## config.mk

```make
export PLATFORM = sky130hd
export DESIGN_NAME = alarm_ctrl
export DESIGN_NICKNAME = d
export VERILOG_FILES = /design/src/rtl/alarm_ctrl.sv
export SDC_FILE = /design/constraint.sdc
export NUM_CORES = 1
export LEC_CHECK = 0
export BUFFER_PORTS_ARGS = -buffer_cell sky130_fd_sc_hd__buf_2
export CAP_MARGIN = 20
export CORE_MARGIN = 10
export CORE_UTILIZATION = 58
export DETAILED_ROUTE_END_ITERATION = 12
export PLACE_DENSITY = 0.78
export SLEW_MARGIN = 20
export SYNTH_ARGS = -nofsm -noshare
export SYNTH_HDL_FRONTEND = slang
export SYNTH_SLANG_ARGS = --single-unit
```

## constraint.sdc

```tcl
create_clock -name clk -period 4.3 [get_ports clk]
set_input_delay 0.86 -clock clk [delete_from_list [all_inputs] [get_ports clk]]
set_output_delay 0.86 -clock clk [all_outputs]
set_load 0.02 [all_outputs]
```

## src/rtl/alarm_ctrl.sv

```systemverilog
// rtl/alarm_ctrl.sv - alarm ring/snooze controller fed by the BCD clock and alarm values
module alarm_ctrl #(
    parameter int TICK_DIV   = 100000000,
    parameter int BEEP_DIV   = 12500000,
    parameter int RING_SEC   = 60,
    parameter int SNOOZE_MIN = 5,
    parameter int MAX_SNOOZE = 3
) (
    input  logic        clk,
    input  logic        rst,
    input  logic [15:0] clock_in,
    input  logic [15:0] alarm_in,
    input  logic        alarm_en,
    input  logic        clock_load,
    input  logic        stop_btn,
    input  logic        snooze_btn,
    output logic        buzz,
    output logic        ringing,
    output logic        snoozing,
    output logic [1:0]  snooze_cnt
);
    localparam int TICK_W = (TICK_DIV > 1) ? $clog2(TICK_DIV) : 1;
    localparam int BEEP_W = (BEEP_DIV > 1) ? $clog2(BEEP_DIV) : 1;
    localparam int RSEC_W = (RING_SEC > 0) ? $clog2(RING_SEC + 1) : 1;
    localparam int MIN_W  = (SNOOZE_MIN > 0) ? $clog2(SNOOZE_MIN + 1) : 1;

    typedef enum logic [1:0] {IDLE, RING, SNOOZE} state_t;

    state_t            state, state_d;
    logic              buzz_d;
    logic [1:0]        snooze_cnt_d;
    logic [RSEC_W-1:0] ring_sec, ring_sec_d;
    logic [MIN_W-1:0]  min_left, min_left_d;
    logic [BEEP_W-1:0] beep_cnt, beep_cnt_d;
    logic [TICK_W-1:0] tick_cnt;
    logic [15:0]       clock_q;
    logic              clock_valid;
    logic [2:0]        stop_sync, snooze_sync;

    logic stop_p, snooze_p, sec_tick, min_evt, match_evt;

    assign stop_p    = stop_sync[1] & ~stop_sync[2];
    assign snooze_p  = snooze_sync[1] & ~snooze_sync[2];
    assign sec_tick  = (tick_cnt == TICK_W'(TICK_DIV - 1));
    // clock_valid masks the first edge after reset, when clock_q still holds zero
    assign min_evt   = clock_valid && (clock_in != clock_q) && !clock_load;
    assign match_evt = min_evt && (clock_in == alarm_in) && alarm_en;

    assign ringing  = (state == RING);
    assign snoozing = (state == SNOOZE);

    always_ff @(posedge clk or negedge rst) begin
        if (!rst) begin
            stop_sync   <= '0;
            snooze_sync <= '0;
            tick_cnt    <= '0;
            clock_q     <= '0;
            clock_valid <= 1'b0;
        end else begin
            stop_sync   <= {stop_sync[1:0], stop_btn};
            snooze_sync <= {snooze_sync[1:0], snooze_btn};
            tick_cnt    <= sec_tick ? '0 : tick_cnt + TICK_W'(1);
            clock_q     <= clock_in;
            clock_valid <= 1'b1;
        end
    end

    always_ff @(posedge clk or negedge rst) begin
        if (!rst) begin
            state      <= IDLE;
            buzz       <= 1'b0;
            snooze_cnt <= '0;
            ring_sec   <= '0;
            min_left   <= '0;
            beep_cnt   <= '0;
        end else begin
            state      <= state_d;
            buzz       <= buzz_d;
            snooze_cnt <= snooze_cnt_d;
            ring_sec   <= ring_sec_d;
            min_left   <= min_left_d;
            beep_cnt   <= beep_cnt_d;
        end
    end

    always_comb begin
        state_d      = state;
        buzz_d       = buzz;
        snooze_cnt_d = snooze_cnt;
        ring_sec_d   = ring_sec;
        min_left_d   = min_left;
        beep_cnt_d   = beep_cnt;
        case (state)
            IDLE: begin
                buzz_d       = 1'b0;
                snooze_cnt_d = '0;
                if (match_evt) begin
                    state_d    = RING;
                    ring_sec_d = '0;
                    beep_cnt_d = '0;
                    buzz_d     = 1'b1;
                end
            end
            RING: begin
                if (!alarm_en || stop_p) begin
                    state_d      = IDLE;
                    buzz_d       = 1'b0;
                    snooze_cnt_d = '0;
                end else if (snooze_p && (snooze_cnt < 2'(MAX_SNOOZE))) begin
                    state_d      = SNOOZE;
                    snooze_cnt_d = snooze_cnt + 2'd1;
                    min_left_d   = MIN_W'(SNOOZE_MIN);
                    buzz_d       = 1'b0;
                end else if (ring_sec >= RSEC_W'(RING_SEC)) begin
                    state_d      = IDLE;
                    buzz_d       = 1'b0;
                    snooze_cnt_d = '0;
                end else begin
                    if (sec_tick)
                        ring_sec_d = ring_sec + RSEC_W'(1);
                    if (beep_cnt == BEEP_W'(BEEP_DIV - 1)) begin
                        beep_cnt_d = '0;
                        buzz_d     = ~buzz;
                    end else begin
                        beep_cnt_d = beep_cnt + BEEP_W'(1);
                    end
                end
            end
            SNOOZE: begin
                buzz_d = 1'b0;
                if (!alarm_en || stop_p) begin
                    state_d      = IDLE;
                    snooze_cnt_d = '0;
                end else if (min_evt) begin
                    // the minute step that empties min_left re-rings immediately
                    if (min_left <= MIN_W'(1)) begin
                        state_d    = RING;
                        min_left_d = '0;
                        ring_sec_d = '0;
                        beep_cnt_d = '0;
                        buzz_d     = 1'b1;
                    end else begin
                        min_left_d = min_left - MIN_W'(1);
                    end
                end
            end
            default: begin
                state_d      = IDLE;
                buzz_d       = 1'b0;
                snooze_cnt_d = '0;
            end
        endcase
    end
endmodule

```

# Yosys cells after proc, flatten, opt, wreduce, memory -nomap -nowiden

Cells that the tools add are included.

Register bits after elaboration: 88
Input port bits: 38
Output and inout bits: 5
Logic and storage cells: 106

Add/subtract/negate cells: 5
Magnitude comparators: 3
Equal/unequal tests: 20
Multiplexer cells: 46
Bitwise operators: 5
Reductions and logical operators: 16

Operator list:

| kind                  | number |
|---|---|
| $mux 24               | 8 |
| $pmux 24 s3           | 1 |
| $mux 6                | 8 |
| $add 27x1->27 const B | 1 |
| $eq 27x27->1 const B  | 1 |
| $mux 27               | 1 |
| $add 24x1->24 const B | 1 |
| $eq 24x24->1 const B  | 1 |
| $mux 2                | 10 |
| $pmux 6 s3            | 1 |
| $eq 16x16->1          | 1 |
| $ne 16x16->1          | 1 |
| $mux 3                | 5 |
| $ne 2x1->1 const B    | 5 |
| $ne 2x2->1 const B    | 5 |
| $reduce_and 9->1      | 1 |
| $mux 1                | 8 |
| $reduce_and 8->1      | 1 |
| $add 6x1->6 const B   | 1 |
| $ge 6x6->1 const B    | 1 |
| $ne 3x1->1 const B    | 2 |
| $pmux 2 s3            | 1 |
| $pmux 3 s2            | 1 |
| $logic_and 1x1->1     | 5 |
| other kinds (20)      | 24 |

# Logic depth before layout (Yosys ltp)

Gate-level depths: netlist of run 1.

Depth in word-level cells: 7
Depth in mapped cells: 9
Mapped depth without buffers: 7

# Least setup slack after synthesis of run 1

No wires, ideal clock.

Kind: input to register
From: input port clock_in[6]
To: register buzz
Setup time: 0.120 ns
Arrival: 2.270 ns
Data required time: 4.180 ns
Slack: 1.911 ns
Stages on the path: 7
Path buffers: 1
Cell sequence: xor2_1 -> nor4_1 -> nand4_2 -> a21o_1 -> buf_6 -> a32o_1 -> a31o_1

Longest elaborated chain between the ends: 7
Elaborated cells between the ends (all ways): 10
Those cells by class: eq/ne: 2; mux: 4; reduce/logical: 4

Ends and longest elaborated chain:

| what                           | line | text |
|---|---|---|
| start: declaration             | 11   | `input logic [15:0] clock_in,` |
| $ne 16x16->1                   | 46   | `assign min_evt = clock_valid && (clock_in != clock_q) && !clock_load;` |
| $logic_and 1x1->1 (2 in a row) | 46   |  |
| $logic_and 1x1->1 (2 in a row) | 47   | `assign match_evt = min_evt && (clock_in == alarm_in) && alarm_en;` |
| $mux 1                         | 97   | `if (match_evt) begin` |
| $pmux 1 s3 *                   | 93   | `case (state)` |
| end signal: assignment         | 78   | `buzz <= buzz_d;` |
| end: declaration               | 17   | `output logic buzz,` |

Mark *: on every way between the ends. The rest lies on a longest branch, timed or not.
A chain may end at the register's enable or synchronous reset.

# Final worst setup path of run 1

From: input port clock_in[14]
To: register beep_cnt[22]

Longest elaborated chain between the ends: 7
Elaborated cells between the ends (all ways): 9
Those cells by class: eq/ne: 4; reduce/logical: 5

Ends and longest elaborated chain:

| what                                | line | text |
|---|---|---|
| $ne 16x16->1                        | 46   |  |
| $logic_and 1x1->1 (2 in a row)      | 46   |  |
| $logic_and 1x1->1 (2 in a row)      | 47   |  |
| $ne 2x2->1 (no source line)         | --   |  |
| $reduce_and 8->1 (no source line) * | --   |  |
| end signal: assignment              | 82   | `beep_cnt <= beep_cnt_d;` |
| end: declaration                    | 34   | `logic [BEEP_W-1:0] beep_cnt, beep_cnt_d;` |

Marks and branches as above.

==> results.cfg, run 1 <==
[synth]
syn_inst_count = 467
synth_largest_area_cell = sky130_fd_sc_hd__dfrtp_1
synthFlopType = sky130_fd_sc_hd__dfrtp_1
async_reset_ff_share_pct = 100
syn_area_per_cell_um2 = 9.96
synth_sequential_area_ratio_pct = 47.4
mappedNetlistArea_um2 = 4650
synth.top_cell.area_share_pct = 47.4
synth_edf_count = 0
ys_warn_count = 0
yosysUniqueCellTypes = 68
syn_nets = 510
main_area_contributors_after_synthesis = sky130_fd_sc_hd__dfrtp_1 47%, sky130_fd_sc_hd__xor2_1 5.5%, sky130_fd_sc_hd__xnor2_1 4.9%
ys_seq_elements = 88

[timing]
final.period_utilization_pct = 64.1
hold_viol_final = 0
post_route_setup_tns_ns = 0
timing.clock.skew_ns = 0.0143
finalMaxSlewViolations = 0
max_clock_freq_ghz = 0.363
setup_viol = 0
setup_repair_after_global_routing_missed_its_margin = no
max_slew.worst_pin.slew_ns = 0.776
max_slew_margin_vs_limit_pct = 47.7
finalCriticalPeriod_ns = 2.76

[placement]
gpl.final_weighted_congestion = 0.857
post-dp-hpwl_mm = 7.36
placed_cell_count = 603
buffers_on_ports = 42

[power]
swShare_pct = 35.1
peakVddDrop_uv = 336
sequentialPowerShare_pct = 48.2
clkPwrFrac_pct = 26.6
cellLeakagePower_uw = 0.00220
power.density_cell_area_nw_per_um2 = 387
share_comb_of_total_power_pct = 25.2
net-switching-power_uw = 695
internal_power_uw = 1290

[layout]
finish.cell_count_without_fillers = 619
syn2layout_area_growth_pct = 10.0
share_of_final_layout_standard_cells_stronger_than_drive_strength_1_pct = 15.5
nFillCells = 639
ff_latch_area_um2 = 2200
finish.net_count = 555
num_antenna_cells = 0
multi_input_area_um2 = 2250

[floorplanning]
floorplan.initialDensity_pct = 59.9
core_area_um2 = 7770
horizontal_die_dimension_um = 110
ios = 43
die_h_um = 110
die_area_um2 = 12000
floorplan.rows = 32

[worst_setup_path]
end_kind = flop
worstPathMaxFanout = 24
crit_arrival_ns = 2.95
required_ns = 4.50
crit_type = input pin to flop
critPathLaunchType = input pin

[clock_tree]
cts.path.max_buffers = 2
cts.repair.resized = 0
h-tree-depth = 3
hold_fix_buffers_at_cts = 0
cts_num_sinks = 88
cts_made_buffers = 9
clockRootBuffer = sky130_fd_sc_hd__clkbuf_8
cts_tree = yes
clk_latency_ns = 0.36
path_clk_slew_ns = 0.09
postCtsSetupRepairBufs = 0

[route]
drc = 0
vias = 3663
drt_pass1_iterations = 4
detail-route-antenna-nets = 0
initialDrtViolationCount = 312
post_detailed_routing_wire_length_mm = 10.3
post_drt_wl_per_cell_um = 16.6
vias_per_instance = 5.92

[global_routing]
global_route_wire_length_before_repair_mm = 18.4
grt_antenna_before_repair = 0
grt_use_total_pct = 18.8
number_of_global_route_vias_before_repair = 3795
grt_overflow_total = 0
grt_start_max_net_pins = 89

[flow_run]
max_cap_viol_count = 0

[min_path]
worst_hold_path_type = flop to flop

[run_status]
result_of_the_run = finished clean
## registers in the layout, summed over array words and instances, names as in the netlist
signal       cells
tick_cnt        27
snooze_cnt       2
beep_cnt        24
buzz             1
stop_sync        3
state            2
min_left         3
snooze_sync      3
clock_valid      1
clock_q         16
ring_sec         6
## per-stage QoR
step | setup WS [ns] | util, % | hold slack [ns] | instance area (µm²) | total power (µW)
after detailed placement | 1.17 | 63.5 | 0.336 | 4930 | 1470
after CTS | 1.53 | 65.8 | 0.367 | 5110 | 2000
after floorplan | 1.91 | - | 0.331 | 4650 | 1340
final | 1.54 | 65.9 | 0.360 | 5120 | 1980
after global placement | 1.32 | 63.5 | 0.334 | 4930 | 1460
after global routing | 1.32 | 65.9 | 0.376 | 5120 | 2100
## layer usage
metal / up-vias / share of wire [%] / global-route usage, %
met4: 0 / 1.2 / 5.76
met2: 70 / 50 / 31.9
met5: - / 0 / 0
met1: 1800 / 44 / 24.1
met3: 12 / 3.9 / 3.04
li1: 1781 / - / -
## cells by family (layout without fill, tap and decap cells)
group	after synthesis	after routing	synth area share, %
other	1	1	0.0806
AOI/OAI and AO/OA	86	86	12.9
buffers and inverters	43	93	4.33
DFF	88	88	47.3
adders and majority gates	5	5	1.35
muxes	3	3	0.646
xor gates and xnor gates	55	55	10.4
and+or+nand+nor	186	186	23.0
## power groups by stage
| stage | Combinational, µW | Sequential, µW | Clock [µW] |
|---|---|---|---|
| final | 499 | 956 | 528 |
| after global routing | 561 | 965 | 578 |
| after CTS | 502 | 954 | 544 |
| after detailed placement | 502 | 970 | 0 |
| after global placement | 489 | 967 | 0 |
| after floorplan | 397 | 946 | 0 |
## path summary, 6_finish.rpt
path / startpoint / endpoint / slack, ns / cells past startpoint
max in group asynchronous: rst / beep_cnt[17] / 3.21 / 1
min reg2reg: snooze_sync[0] / snooze_sync[1] / 0.36 / 0
min in group asynchronous: rst / clock_q[9] / 0.54 / 1
min: snooze_sync[0] / snooze_sync[1] / 0.36 / 0
max: clock_in[14] / beep_cnt[22] / 1.54 / 7
max reg2reg: snooze_cnt[0] / buzz / 1.81 / 7
## synthesized netlist by cell type (8+ instances only)
master,number
sky130_fd_sc_hd__xor2_1,29
sky130_fd_sc_hd__nor2_1,45
sky130_fd_sc_hd__inv_1,31
sky130_fd_sc_hd__a21oi_1,19
sky130_fd_sc_hd__nor3_1,14
sky130_fd_sc_hd__dfrtp_1,88
sky130_fd_sc_hd__nand3_1,26
sky130_fd_sc_hd__o22ai_1,13
sky130_fd_sc_hd__xnor2_1,26
sky130_fd_sc_hd__o21ai_0,9
sky130_fd_sc_hd__nand2_1,23
sky130_fd_sc_hd__nor4_1,14
sky130_fd_sc_hd__nand4_1,16
sky130_fd_sc_hd__and4_1,8
## worst max-delay path, cell delays in order
cell and delay (ns):
sky130_fd_sc_hd__buf_2 0.12, sky130_fd_sc_hd__xnor2_1 0.21, sky130_fd_sc_hd__nand4_1 0.14, sky130_fd_sc_hd__nor4_2 0.39, sky130_fd_sc_hd__nand4b_2 0.35, sky130_fd_sc_hd__a21oi_4 0.68, sky130_fd_sc_hd__o21ai_0 0.20
## cells in the final DEF, fill, tap and decap left out, types with 3 or more instances in the layout
master and instances:
sky130_fd_sc_hd__o21ai_0 9, sky130_fd_sc_hd__nand3_1 26, sky130_fd_sc_hd__and2_1 3, sky130_fd_sc_hd__and3_1 7, sky130_fd_sc_hd__nand2_1 23, sky130_fd_sc_hd__or4_1 6, sky130_fd_sc_hd__a221oi_1 3, sky130_fd_sc_hd__nor2b_1 3
sky130_fd_sc_hd__clkbuf_8 10, sky130_fd_sc_hd__ha_1 5, sky130_fd_sc_hd__buf_4 3, sky130_fd_sc_hd__buf_2 41, sky130_fd_sc_hd__a211oi_1 4, sky130_fd_sc_hd__or3_1 3, sky130_fd_sc_hd__and4_1 8, sky130_fd_sc_hd__mux2i_1 3
sky130_fd_sc_hd__inv_1 31, sky130_fd_sc_hd__o22ai_1 13, sky130_fd_sc_hd__dfrtp_1 88, sky130_fd_sc_hd__nor4_1 14, sky130_fd_sc_hd__o21ai_1 4, sky130_fd_sc_hd__a2bb2oi_1 3, sky130_fd_sc_hd__nor3_1 14, sky130_fd_sc_hd__nand4_1 16
sky130_fd_sc_hd__xnor2_1 26, sky130_fd_sc_hd__xor2_1 29, sky130_fd_sc_hd__a21oi_1 19, sky130_fd_sc_hd__nor2_1 45, sky130_fd_sc_hd__a31oi_1 6
## layout make-up
cell class,count,area share [%]
clock buffer,11,2.76
clock inverter,5,0.758
inverter,32,2.35
multi-input combinational,336,43.9
sequential,88,43.0
tap,102,2.49
timing repair buffer,45,4.67
Note: power is estimated with default switching activity, not from simulation.
==> inputs of run 2 (changes only) <==
--- a/config.mk
+++ b/config.mk
@@ -8,9 +8,9 @@
 export BUFFER_PORTS_ARGS = -buffer_cell sky130_fd_sc_hd__buf_2
 export CAP_MARGIN = 20
 export CORE_MARGIN = 10
-export CORE_UTILIZATION = 58
+export CORE_UTILIZATION = 54
 export DETAILED_ROUTE_END_ITERATION = 12
-export PLACE_DENSITY = 0.78
+export PLACE_DENSITY = 0.76
 export SLEW_MARGIN = 20
 export SYNTH_ARGS = -nofsm -noshare
 export SYNTH_HDL_FRONTEND = slang
==> constraint.sdc (replaced) <==
create_clock -name clk -period 2.3 [get_ports clk]
set_input_delay 0.46 -clock clk [delete_from_list [all_inputs] [get_ports clk]]
set_output_delay 0.46 -clock clk [all_outputs]
set_load 0.02 [all_outputs]
==> run 2 against run 1 <==
  * Sequential share of layout area is 2.3 points lower
  * Global-route usage is 2.1 points lower
  * Combinational power is 130% higher
  * Critical path depth is 1 higher
  * Setup slack worse by 1.4 ns
  * Die area is 6.0% higher
  * Sequential cell count stayed put
  * Highest routed layer unchanged
==> results.cfg, run 2 (synthesized netlist as in run 1, its figures left out) <==
[timing]
hold_viol_final = 0
finalMaxSlewViolations = 0
final.hold.worst_slack_ns = 0.0392
max_slew.worst_pin.slew_ns = 0.987
finalWorstSetupSlack_ns = 0.135
timing.clock.skew_ns = 0.0111
post_route_setup_tns_ns = 0
setup_repair_after_global_routing_missed_its_margin = no
finalCriticalPeriod_ns = 2.17
final.period_utilization_pct = 94.1
setup_viol = 0
max_clock_freq_ghz = 0.462
max_slew_margin_vs_limit_pct = 34.0

[layout]
layout.cells.most_common = sky130_fd_sc_hd__dfrtp_1
max_reg_flops = 27
reg_top3 = tick_cnt (27), beep_cnt (24), clock_q (16)
num_antenna_cells = 0
syn2layout_area_growth_pct = 16.3
finish.net_count = 579
nFillCells = 647
layout.cells.most_common_list = 88 x sky130_fd_sc_hd__dfrtp_1, 45 x sky130_fd_sc_hd__nor2_1, 41 x sky130_fd_sc_hd__buf_2
share_of_final_layout_standard_cells_stronger_than_drive_strength_1_pct = 20.0
finish.cell_count_without_fillers = 645
max_flop_register = tick_cnt

[clock_tree]
cts.path.max_buffers = 2
path_clk_slew_ns = 0.09
cts_num_sinks = 88
h-tree-depth = 3
clockRootBuffer = sky130_fd_sc_hd__clkbuf_8
cts_made_buffers = 9
cts_tree = yes
clk_latency_ns = 0.35

[route]
detail-route-antenna-nets = 0
post_drt_wl_per_cell_um = 17.2
drc = 0
vias = 3805
vias_per_instance = 5.90
post_detailed_routing_wire_length_mm = 11.1
initialDrtViolationCount = 220
drt_pass1_iterations = 4

[floorplanning]
die_h_um = 113
die_area_um2 = 12700
floorplan.initialDensity_pct = 56.0
floorplan.rows = 33
horizontal_die_dimension_um = 113
ios = 43
core_area_um2 = 8300

[worst_setup_path]
critical_path.slowest_cell = sky130_fd_sc_hd__nor4_2
end_kind = flop
path_buf_inv = 2
timing.critical_path.mode_cell = sky130_fd_sc_hd__buf_4
timing.critical_path.cells = xor2_1, nor4_2, nand4_2, buf_4, a21oi_4, buf_4, nor3_1, a2bb2oi_1
timing.reg2reg.worst_path_depth = 8
cp_slowest_stage_delay_ns = 0.40
crit_arrival_ns = 2.37
worstPathMaxFanout = 4
timing.critical_path.max_delay_family = simple AND/OR/NAND/NOR gates
setup.reg_to_reg.worst_slack_ns = 0.13
path_depth = 8
required_ns = 2.50
crit_type = flop to flop
critPathLaunchType = flop

[power]
swShare_pct = 33.0
sequentialPowerShare_pct = 42.8
power.density_cell_area_nw_per_um2 = 773
report.power.total_uw = 4180
share_comb_of_total_power_pct = 27.0
peakVddDrop_uv = 565
net-switching-power_uw = 1380
clkPwrFrac_pct = 30.2
internal_power_uw = 2800
cellLeakagePower_uw = 0.00234

[global_routing]
grt.met2_usage_pct = 28.7
global_route_wire_length_before_repair_mm = 18.0
grt_overflow_total = 0
grt_antenna_before_repair = 0
grt_use_total_pct = 16.7
number_of_global_route_vias_before_repair = 3835
grtUsageMet3_pct = 3.38
globalRoute.busiestLayer = met2
grt_util_met1_pct = 20.4
grt_start_max_net_pins = 39

[flow_run]
max_cap_viol_count = 0

[run_status]
result_of_the_run = finished clean

[placement]
gpl.final_weighted_congestion = 0.860
buffers_on_ports = 42
placed_cell_count = 625
preCtsSetupSlack_ns = -0.108
post-dp-hpwl_mm = 7.83

[min_path]
worst_hold_path_type = input pin to asynchronous set/reset pin
-- run 2: cell count changes in the layout (fill, tap and decap cells not counted), moves of 2 or more --
cell                        previous run  this run
sky130_fd_sc_hd__inv_6                 2         0
sky130_fd_sc_hd__buf_4                 3        25
sky130_fd_sc_hd__bufinv_16             0         3
sky130_fd_sc_hd__buf_12                0         2
-- run 2: area by class of cell --
type | count | area (µm²) | area share, %
Clock buffer | 10 | 128 | 2.36
Clock inverter | 5 | 106 | 1.97
Inverter | 32 | 120 | 2.22
Multi-Input combinational cell | 337 | 2290 | 42.3
Sequential cell | 88 | 2200 | 40.7
Tap cell | 105 | 131 | 2.43
Timing Repair Buffer | 68 | 433 | 8.01
-- run 2: through the flow --
step,cell area (µm²),util [%]
5_1_grt,5410,65.2
6_report,5410,65.2
2_1_floorplan,4650,-
4_1_cts,5340,64.3
3_5_place_dp,5100,61.5
3_3_place_gp,5100,61.5
-- run 2: path summary, 6_finish.rpt --
kind	startpoint	endpoint
max in group asynchronous	rst	stop_sync[1]
min reg2reg	snooze_sync[0]	snooze_sync[1]
min	rst	clock_q[11]
min in group clk	stop_btn	stop_sync[0]
max reg2reg	clock_q[6]	ring_sec[5]
max	clock_q[6]	ring_sec[5]
-- run 2: metal layers --
metal / routed length [µm] / part of all wire [%]
met1: 4840 / 44
met2: 5700 / 51
met3: 395 / 3.6
met4: 181 / 1.6
met5: 0 / 0
-- run 2: power groups by stage --
stage          Sequential [µW]  Combinational [µW]  Clock [µW]
3_3_place_gp              1810                1030           0
6_report                  1790                1130        1260
5_1_grt                   1800                1220        1340
4_1_cts                   1780                1060        1290
2_1_floorplan             1770                 741           0
3_5_place_dp              1820                1060           0
-- run 2: repair_timing --
item | 4_1_cts | 5_1_grt
hold buffers | 0 | 0
gates resized for setup | 0 | 6
setup buffers | 0 | 4
endpoints found under the setup margin | 0 | 23
